[src/rtl/i2c_master_arbiter.sv]
// Round-robin arbiter that shares one byte-level I2C master among NUM_REQ requesters,
// with a power-up hold-off before the first grant and a watchdog on master completion.
//
// state     | meaning
// HOLDOFF   | power-up settling; requests are left pending, not served
// IDLE      | ready; grant the next pending requester in round-robin order
// ISSUE     | one-cycle m_start to the master, watchdog cleared
// WAIT_DONE | waiting for m_done or watchdog expiry
// COMPLETE  | one-cycle done pulse to the owner, response valid
module i2c_master_arbiter #(
    parameter int          NUM_REQ        = 4,
    parameter logic [27:0] STARTUP_CYCLES = 28'd100000000,
    parameter logic [23:0] TIMEOUT_CYCLES = 24'd1000000
) (
    input  logic                 clock,
    input  logic                 reset,
    input  logic [NUM_REQ-1:0]   req,
    input  logic [7*NUM_REQ-1:0] req_addr,
    input  logic [NUM_REQ-1:0]   req_rw,
    input  logic [8*NUM_REQ-1:0] req_wdata,
    output logic [NUM_REQ-1:0]   grant,
    output logic [NUM_REQ-1:0]   done,
    output logic [7:0]           rsp_rdata,
    output logic                 rsp_err,
    output logic                 rsp_timeout,
    output logic                 ready,
    output logic                 m_start,
    output logic [6:0]           m_addr,
    output logic                 m_rw,
    output logic [7:0]           m_wdata,
    input  logic                 m_done,
    input  logic                 m_ack_err,
    input  logic [7:0]           m_rdata
);
    localparam int            PW          = $clog2(NUM_REQ);
    localparam logic [PW-1:0] LAST_IDX    = PW'(NUM_REQ - 1);
    localparam logic [PW-1:0] IDX_ONE     = PW'(1);
    localparam logic [27:0]   HOLDOFF_TC  = STARTUP_CYCLES - 28'd1;
    localparam logic [23:0]   WATCHDOG_TC = TIMEOUT_CYCLES - 24'd1;

    typedef enum logic [2:0] {
        S_HOLDOFF   = 3'd0,
        S_IDLE      = 3'd1,
        S_ISSUE     = 3'd2,
        S_WAIT_DONE = 3'd3,
        S_COMPLETE  = 3'd4
    } state_t;

    state_t        state;
    state_t        state_nxt;
    logic [27:0]   holdoff_cnt;
    logic [23:0]   wd_cnt;
    logic [PW-1:0] rr_ptr;
    logic [PW-1:0] owner_idx;
    logic [PW-1:0] pick_idx;
    logic [PW-1:0] cand;
    logic          pick_valid;
    logic          holdoff_tc;
    logic          wd_tc;

    logic [6:0] slot_addr  [NUM_REQ];
    logic [7:0] slot_wdata [NUM_REQ];

    for (genvar i = 0; i < NUM_REQ; i++) begin : g_slot
        assign slot_addr[i]  = req_addr[7*i +: 7];
        assign slot_wdata[i] = req_wdata[8*i +: 8];
    end

    assign holdoff_tc = (holdoff_cnt == HOLDOFF_TC);
    assign wd_tc      = (wd_cnt == WATCHDOG_TC);

    // Scan starts one past the last owner, so the last owner has lowest priority.
    always_comb begin
        pick_valid = 1'b0;
        pick_idx   = '0;
        cand       = rr_ptr;
        for (int k = 0; k < NUM_REQ; k++) begin
            cand = (cand == LAST_IDX) ? '0 : cand + IDX_ONE;
            if (!pick_valid && req[cand]) begin
                pick_valid = 1'b1;
                pick_idx   = cand;
            end
        end
    end

    always_ff @(posedge clock) begin
        if (reset) begin
            state <= S_HOLDOFF;
        end else begin
            state <= state_nxt;
        end
    end

    always_comb begin
        state_nxt = state;
        case (state)
            S_HOLDOFF:   if (holdoff_tc) state_nxt = S_IDLE;
            S_IDLE:      if (pick_valid) state_nxt = S_ISSUE;
            S_ISSUE:     state_nxt = S_WAIT_DONE;
            S_WAIT_DONE: if (m_done || wd_tc) state_nxt = S_COMPLETE;
            S_COMPLETE:  state_nxt = S_IDLE;
            default:     state_nxt = S_HOLDOFF;
        endcase
    end

    always_ff @(posedge clock) begin
        if (reset) begin
            holdoff_cnt <= '0;
            wd_cnt      <= '0;
            rr_ptr      <= LAST_IDX;
            owner_idx   <= '0;
            grant       <= '0;
            m_addr      <= '0;
            m_rw        <= 1'b0;
            m_wdata     <= '0;
            rsp_rdata   <= '0;
            rsp_err     <= 1'b0;
            rsp_timeout <= 1'b0;
        end else begin
            case (state)
                S_HOLDOFF: begin
                    if (!holdoff_tc) holdoff_cnt <= holdoff_cnt + 28'd1;
                end
                S_IDLE: begin
                    if (pick_valid) begin
                        owner_idx       <= pick_idx;
                        grant           <= '0;
                        grant[pick_idx] <= 1'b1;
                        m_addr          <= slot_addr[pick_idx];
                        m_rw            <= req_rw[pick_idx];
                        m_wdata         <= slot_wdata[pick_idx];
                    end
                end
                S_ISSUE: begin
                    wd_cnt <= '0;
                end
                S_WAIT_DONE: begin
                    // A real completion beats a watchdog expiry in the same cycle.
                    if (m_done) begin
                        rsp_rdata   <= m_rdata;
                        rsp_err     <= m_ack_err;
                        rsp_timeout <= 1'b0;
                    end else if (wd_tc) begin
                        rsp_rdata   <= '0;
                        rsp_err     <= 1'b1;
                        rsp_timeout <= 1'b1;
                    end else begin
                        wd_cnt <= wd_cnt + 24'd1;
                    end
                end
                S_COMPLETE: begin
                    rr_ptr      <= owner_idx;
                    grant       <= '0;
                    rsp_rdata   <= '0;
                    rsp_err     <= 1'b0;
                    rsp_timeout <= 1'b0;
                end
                default: ;
            endcase
        end
    end

    assign ready   = (state != S_HOLDOFF);
    assign m_start = (state == S_ISSUE);
    assign done    = (state == S_COMPLETE) ? grant : '0;

endmodule
[config.mk]
export PLATFORM = sky130hd
export DESIGN_NAME = i2c_master_arbiter
export DESIGN_NICKNAME = d
export VERILOG_FILES = /design/src/rtl/i2c_master_arbiter.sv
export SDC_FILE = /design/constraint.sdc
export NUM_CORES = 1
export LEC_CHECK = 0
export ABC_AREA = 1
export CAP_MARGIN = 15
export CORE_MARGIN = 4
export CORE_UTILIZATION = 45
export CTS_BUF_LIST = sky130_fd_sc_hd__clkbuf_16
export DETAILED_ROUTE_END_ITERATION = 10
export DONT_BUFFER_PORTS = 1
export MAX_ROUTING_LAYER = met4
export SLEW_MARGIN = 30
export SYNTH_ARGS = -nofsm -noshare
export SYNTH_HDL_FRONTEND = slang
export SYNTH_SLANG_ARGS = --single-unit
export TNS_END_PERCENT = 20
[constraint.sdc]
create_clock -name clock -period 2.45 [get_ports clock]
set_input_delay 0.245 -clock clock [delete_from_list [all_inputs] [get_ports clock]]
set_output_delay 0.245 -clock clock [all_outputs]
set_load 0.05 [all_outputs]
==> metrics, run 1 <==
outcome finished clean; DP HPWL 11.74 mm; cell taking the most area after synthesis dfxtp_1; CP Max Fanout 22; Max-Cap Viols 0; Yosys top cell area share 0.3248; antenna violations before repair 0; Die Y between 100 and 150 um; CTS sink count 89; Clock Skews ~8.3 ps; via count approximately 5700; Syn Std Cell Area roughly 0.0055 mm^2; CP Capture Type flip-flop; placed cell count ~1000; Initial DRC Count around 350; VDD IR-drop max between 0.3 and 0.4 mV; RSZ-0062 raised after global routing yes; Arr. time, crit path about 2500 ps; IO Pins between 100 and 150; Routed WL per cell about 14 um; DRT Wirelength 15.10 mm; die area around 0.014 mm^2; CP required 2740 ps; CTS max path bufs 2; Antenna diodes 0; syn avg cell area ~6.1 um^2; H-tree depth 3; first-pass GRT wire length approximately 25 mm; syn_nets a little under 1000; fin cells about 1100; number of global-route vias before repair 5439; share of layout cells above drive strength 1 0.07135; Clock Pin Slew Worst Setup and Hold Paths roughly 70 ps; FP Rows 40; synth top area cells dfxtp_1, nand2_1, nand3_1; final worst-path cycle share 0.9056; Static Leak ~2.4 nW; relative slew slack 0.3767; Pre-Repair DR Iteration Count 5; Port Buffer Count 0; Post-Route Setup TNS 0 ps; ANT nets after route 0; ys async rst share 0; final setup vio count 0; critical path class reg2reg; Post-synth top flop dfxtp_1; Final #Nets about 1000; most frequent cells in the layout nand2_1, inv_1, nand3_1, nor2_1, dfxtp_1; Max Slew Vio Count 0; Post-synth EDFFs 0; clock latency on the worst-skew pair approximately 350 ps; commonest non-fill, non-tap cell in the layout nand2_1; Initial Utilization 0.4586; Root Buffer clkbuf_16; final critical-path required period about 2200 ps; largest net degree at the start of global routing 44; Unique masters post-synth 34; Hold Violations, Final 0; Area Growth Syn to Fin 10.45%; HP Class in2reg; grt ovf 0; CP Launch Type flip-flop; vias per cell about 5.4; CTS tree done; register area share after synthesis 0.3248; Core Region 0.01196 mm^2; Max Fclk about 450 MHz; cts bufs inserted 9; post-synthesis cell count 901; Die W about 120 um; RePlAce Congestion roughly 0.96; DRC Markers 0; GR Util All Layers 0.2248; Worst-Margin Slew 931.5 ps; P per Cell Area between 500 and 600 mW/mm^2; Synth warnings 0; #FFs+latches synth 89
## synthesized netlist by cell type, types with 2 or more instances
master,n
clkbuf_1,17
a21oi_1,61
nor3b_1,2
buf_4,5
buf_2,8
nor3_1,26
dfxtp_1,89
ha_1,3
xor2_1,20
inv_2,5
nand2_2,7
or2_2,4
buf_6,3
inv_1,104
nand2_1,257
nand3_1,102
nor2_1,102
buf_1,2
xnor2_1,7
nand4_1,22
o21ai_0,35
nor4_1,8
## per-stage QoR
stage | power, mW | util | setup WS (ps) | hold slack (ps) | cell area, um^2
2_1_floorplan | 1.635 | - | 378.3 | 383.7 | 5485
3_3_place_gp | 1.651 | 0.4783 | 259.3 | 323.1 | 5722
3_5_place_dp | 1.654 | 0.4783 | 234.0 | 324.0 | 5722
4_1_cts | 3.095 | 0.5053 | 222.7 | 3.048 | 6045
5_1_grt | 3.179 | 0.5065 | -8.662 | 13.82 | 6058
6_report | 3.054 | 0.5065 | 231.3 | 14.55 | 6058
## state kept, by name, summed over array words and instances (netlist names)
signal and cells:
m_wdata 8, owner_idx 2, rsp_err 1, m_addr 7, rr_ptr 2, m_rw 1, holdoff_cnt 28, grant 4
wd_cnt 24, rsp_timeout 1, rsp_rdata 8, state 3
## worst paths after layout
path                        start              end  slack (ps)  cells after the start
hold / removal              reset        rr_ptr[0]          10                      2
hold reg to reg   holdoff_cnt[27]  holdoff_cnt[27]         480                      2
setup reg to reg        rr_ptr[1]       m_wdata[7]         230                     13
setup / recovery        rr_ptr[1]       m_wdata[7]         230                     13
## area by class of cell
cell class,count,area (um^2)
multi-input cells,667,3122
fillers,1254,5903
inverters,110,412.9
clock inverters,7,77.57
clock buffers,9,225.2
repair buffers,29,255.2
well taps,147,183.9
flip-flops and latches,89,1782
## worst max-delay path: stages (launching register included)
cell,delay [ps]
dfxtp_1,320
ha_1,360
inv_1,100
nand2_1,110
nand3_1,70
nand2_1,150
nand4_1,130
nand2_2,140
nand2_8,130
nor2_4,320
nand2_1,130
nand2_1,90
nor2_1,40
nor2_1,70
## layer usage
| layer | wire length [um] | GRT usage |
|---|---|---|
| met1 | 6573 | 0.2701 |
| met2 | 7161 | 0.3680 |
| met3 | 958 | 0.04545 |
| met4 | 408 | 0.09558 |
| met5 | 0 | - |
## power breakdown
group	switching, mW	leakage, nW	internal [mW]	total, mW
Sequential	0.00261	0.717	1.45	1.45
Combinational	0.127	1.57	0.0590	0.186
Clock	0.616	0.148	0.800	1.42
Total	0.745	2.44	2.31	3.05
## cell families (layout without fill, tap and decap cells)
logic type,after synthesis,in the layout,share of synthesized area
xor+xnor,27,27,0.04311
fa+ha+maj,3,3,0.006844
buf+inv,145,155,0.1086
compound gates,104,104,0.09946
flops,89,89,0.3248
simple gates,533,533,0.4172
## what timing repair did
| item | 4_1_cts | 5_1_grt |
|---|---|---|
| hold endpoints to repair | 43 | 0 |
| hold buffers | 1 | 0 |
| setup buffers | 0 | 0 |
| gates resized for setup | 0 | 2 |
| setup endpoints to repair | 0 | 13 |
Note: power is estimated with default switching activity, not from simulation.
==> run 2, diff against run 1 <==
CORE_MARGIN = 5   (was 4)
==> run 2 against run 1 <==
- cell area down 0.27%
- die area up 3.4%
- clock power up 4%
- sequential share of layout area up 0.079 points
- setup slack better by 5.8 ps
- register-to-register slack about the same
- power up 1.8%
- utilization down 0.14 points
- non-clock buffer count down 3
- final cell count down 0.28%
- highest routed layer unchanged
==> metrics, run 2 (synthesis gave the netlist of run 1 again) <==
Port Buffer Count 0 (unchanged); IO Pins 116 (unchanged); Biggest register holdoff_cnt; placed cell count 1037 (-0.38%); final worst-path cycle share 0.9032 (-0.002388); Final #Nets 986 (-0.30%); P per Cell Area 514.6 mW/mm^2 (+2.1%); Crit-path slowest cell ha_1; FP Rows 40 (unchanged); Root Buffer clkbuf_16; Routed WL per cell 14.67 um (+2.7%); Clock Skews 7.268 ps (-1.009 ps); cts bufs inserted 9 (unchanged); largest net degree at the start of global routing 44 (unchanged); worst hold slack 43.23 ps (+28.68 ps); Max Slew Vio Count 0 (unchanged); CP Cell Sequence ha_1, inv_1, nand2_1, nand3_1, nand2_1, nand4_1, nand2_2, nand2_8, nor2_4, nand2_1, nand2_1, nor2_1, nor2_1; clock latency on the worst-skew pair 340 ps (about the same); Setup Buffers After CTS 0 (unchanged); Worst-Margin Slew 900.9 ps (-30.61 ps); antenna violations before repair 0 (unchanged); commonest non-fill, non-tap cell in the layout nand2_1; Die W 120.4 um (+1.7%); CP Capture Type flip-flop; Area Growth Syn to Fin 10.15%; CP Launch Type flip-flop; CP peak stage delay 360 ps (about the same); DP HPWL 11.72 mm (-0.22%); worst setup margin 237.1 ps (+5.850 ps); CTS max path bufs 2 (unchanged); CTS sink count 89 (unchanged); vias per cell 5.420 (+1.1%); most used cell, CP nand2_1; Top Registers holdoff_cnt (28), wd_cnt (24); first-pass GRT wire length 25.40 mm (+0.52%); share of layout cells above drive strength 1 0.06608 (-0.005271); Antenna diodes 0 (unchanged); die area 0.01450 mm^2 (+3.4%); via count 5718 (+0.78%); RePlAce Congestion 0.9703 (+1.1%); max reg flops 28 (unchanged); CP required 2730 ps (about the same); outcome finished clean; CP Max Fanout 15 (-32%); RSZ-0062 raised after global routing no; fin cells 1055 (-0.28%); post-route cell area 0.006042 mm^2 (-0.27%); H-tree depth 3 (unchanged); Initial Utilization 0.4586 (unchanged); relative slew slack 0.3972 (+0.02048); DRC Markers 0 (unchanged); CTS tree done; final critical-path required period 2213 ps (-5.850 ps); Core Region 0.01196 mm^2 (unchanged); Post-Route Setup TNS 0 ps (unchanged); ANT nets after route 0 (unchanged); most frequent cells in the layout nand2_1, inv_1, nand3_1, nor2_1, dfxtp_1; critical path class reg2reg; HP Class in2reg; final setup vio count 0 (unchanged); number of global-route vias before repair 5462 (+0.42%); Pre-Repair DR Iteration Count 5 (unchanged); Hold Violations, Final 0 (unchanged); GR Util All Layers 0.2201 (-0.004725); Static Leak 2.432 nW (-0.31%); grt ovf 0 (unchanged); VDD IR-drop max 0.3231 mV (+0.18%); Arr. time, crit path 2500 ps (about the same); Die Y 120.4 um (+1.7%); DRT Wirelength 15.47 mm (+2.5%); Cell Area, Placed 0.005692 mm^2 (-0.52%); Clock Pin Slew Worst Setup and Hold Paths 70 ps (about the same); Max-Cap Viols 0 (unchanged); Setup WS pre-CTS 271.6 ps (+37.52 ps); Max Fclk 451.9 MHz (+0.26%); Initial DRC Count 347 (-0.29%)
==> run 2: final timing paths <==
check                        from               to  slack, ps  cells past startpoint
setup / recovery        rr_ptr[0]        m_addr[6]        240                     13
hold / removal              reset        m_addr[5]         40                      3
setup reg to reg        rr_ptr[0]        m_addr[6]        240                     13
hold reg to reg   holdoff_cnt[27]  holdoff_cnt[27]        470                      2
==> run 2: layout make-up <==
class	count	area (um^2)
clock buffer	9	225.2
tap	147	183.9
sequential	89	1782
multi-input combinational	667	3117
clock inverter	7	86.33
inverter	110	412.9
timing repair buffer	26	235.2
fill	1262	5919
==> run 2: through the flow <==
step             util  total power [mW]
3_5_place_dp   0.4758             1.654
3_3_place_gp   0.4758             1.650
6_report       0.5051             3.109
2_1_floorplan       -             1.635
4_1_cts        0.5044             3.142
5_1_grt        0.5051             3.234
==> run 2: what timing repair did <==
action / in CTS / in global routing
setup endpoints to repair: 0 / 1
hold buffers: 2 / 0
endpoints found under the hold margin: 43 / 0
gates resized for setup: 0 / 1
==> run 2: per-layer routing <==
| metal | wire [um] | GRT usage |
|---|---|---|
| met3 | 1140 | 0.05285 |
| met4 | 386 | 0.08074 |
| met1 | 6676 | 0.2667 |
| met5 | 0 | - |
| met2 | 7270 | 0.3577 |
==> run 2: power by group <==
part,switching (mW),total [mW],internal [mW]
clock,0.582,1.47,0.885
combinational,0.127,0.189,0.0613
sequential,0.00257,1.45,1.45
==> run 2: worst max-delay path, delay by kind of cell (launching register included) <==
family / cells / cell delay [ps]
simple gates: 11 / 1360
fa+ha+maj: 1 / 360
flops: 1 / 320
buf+inv: 1 / 110
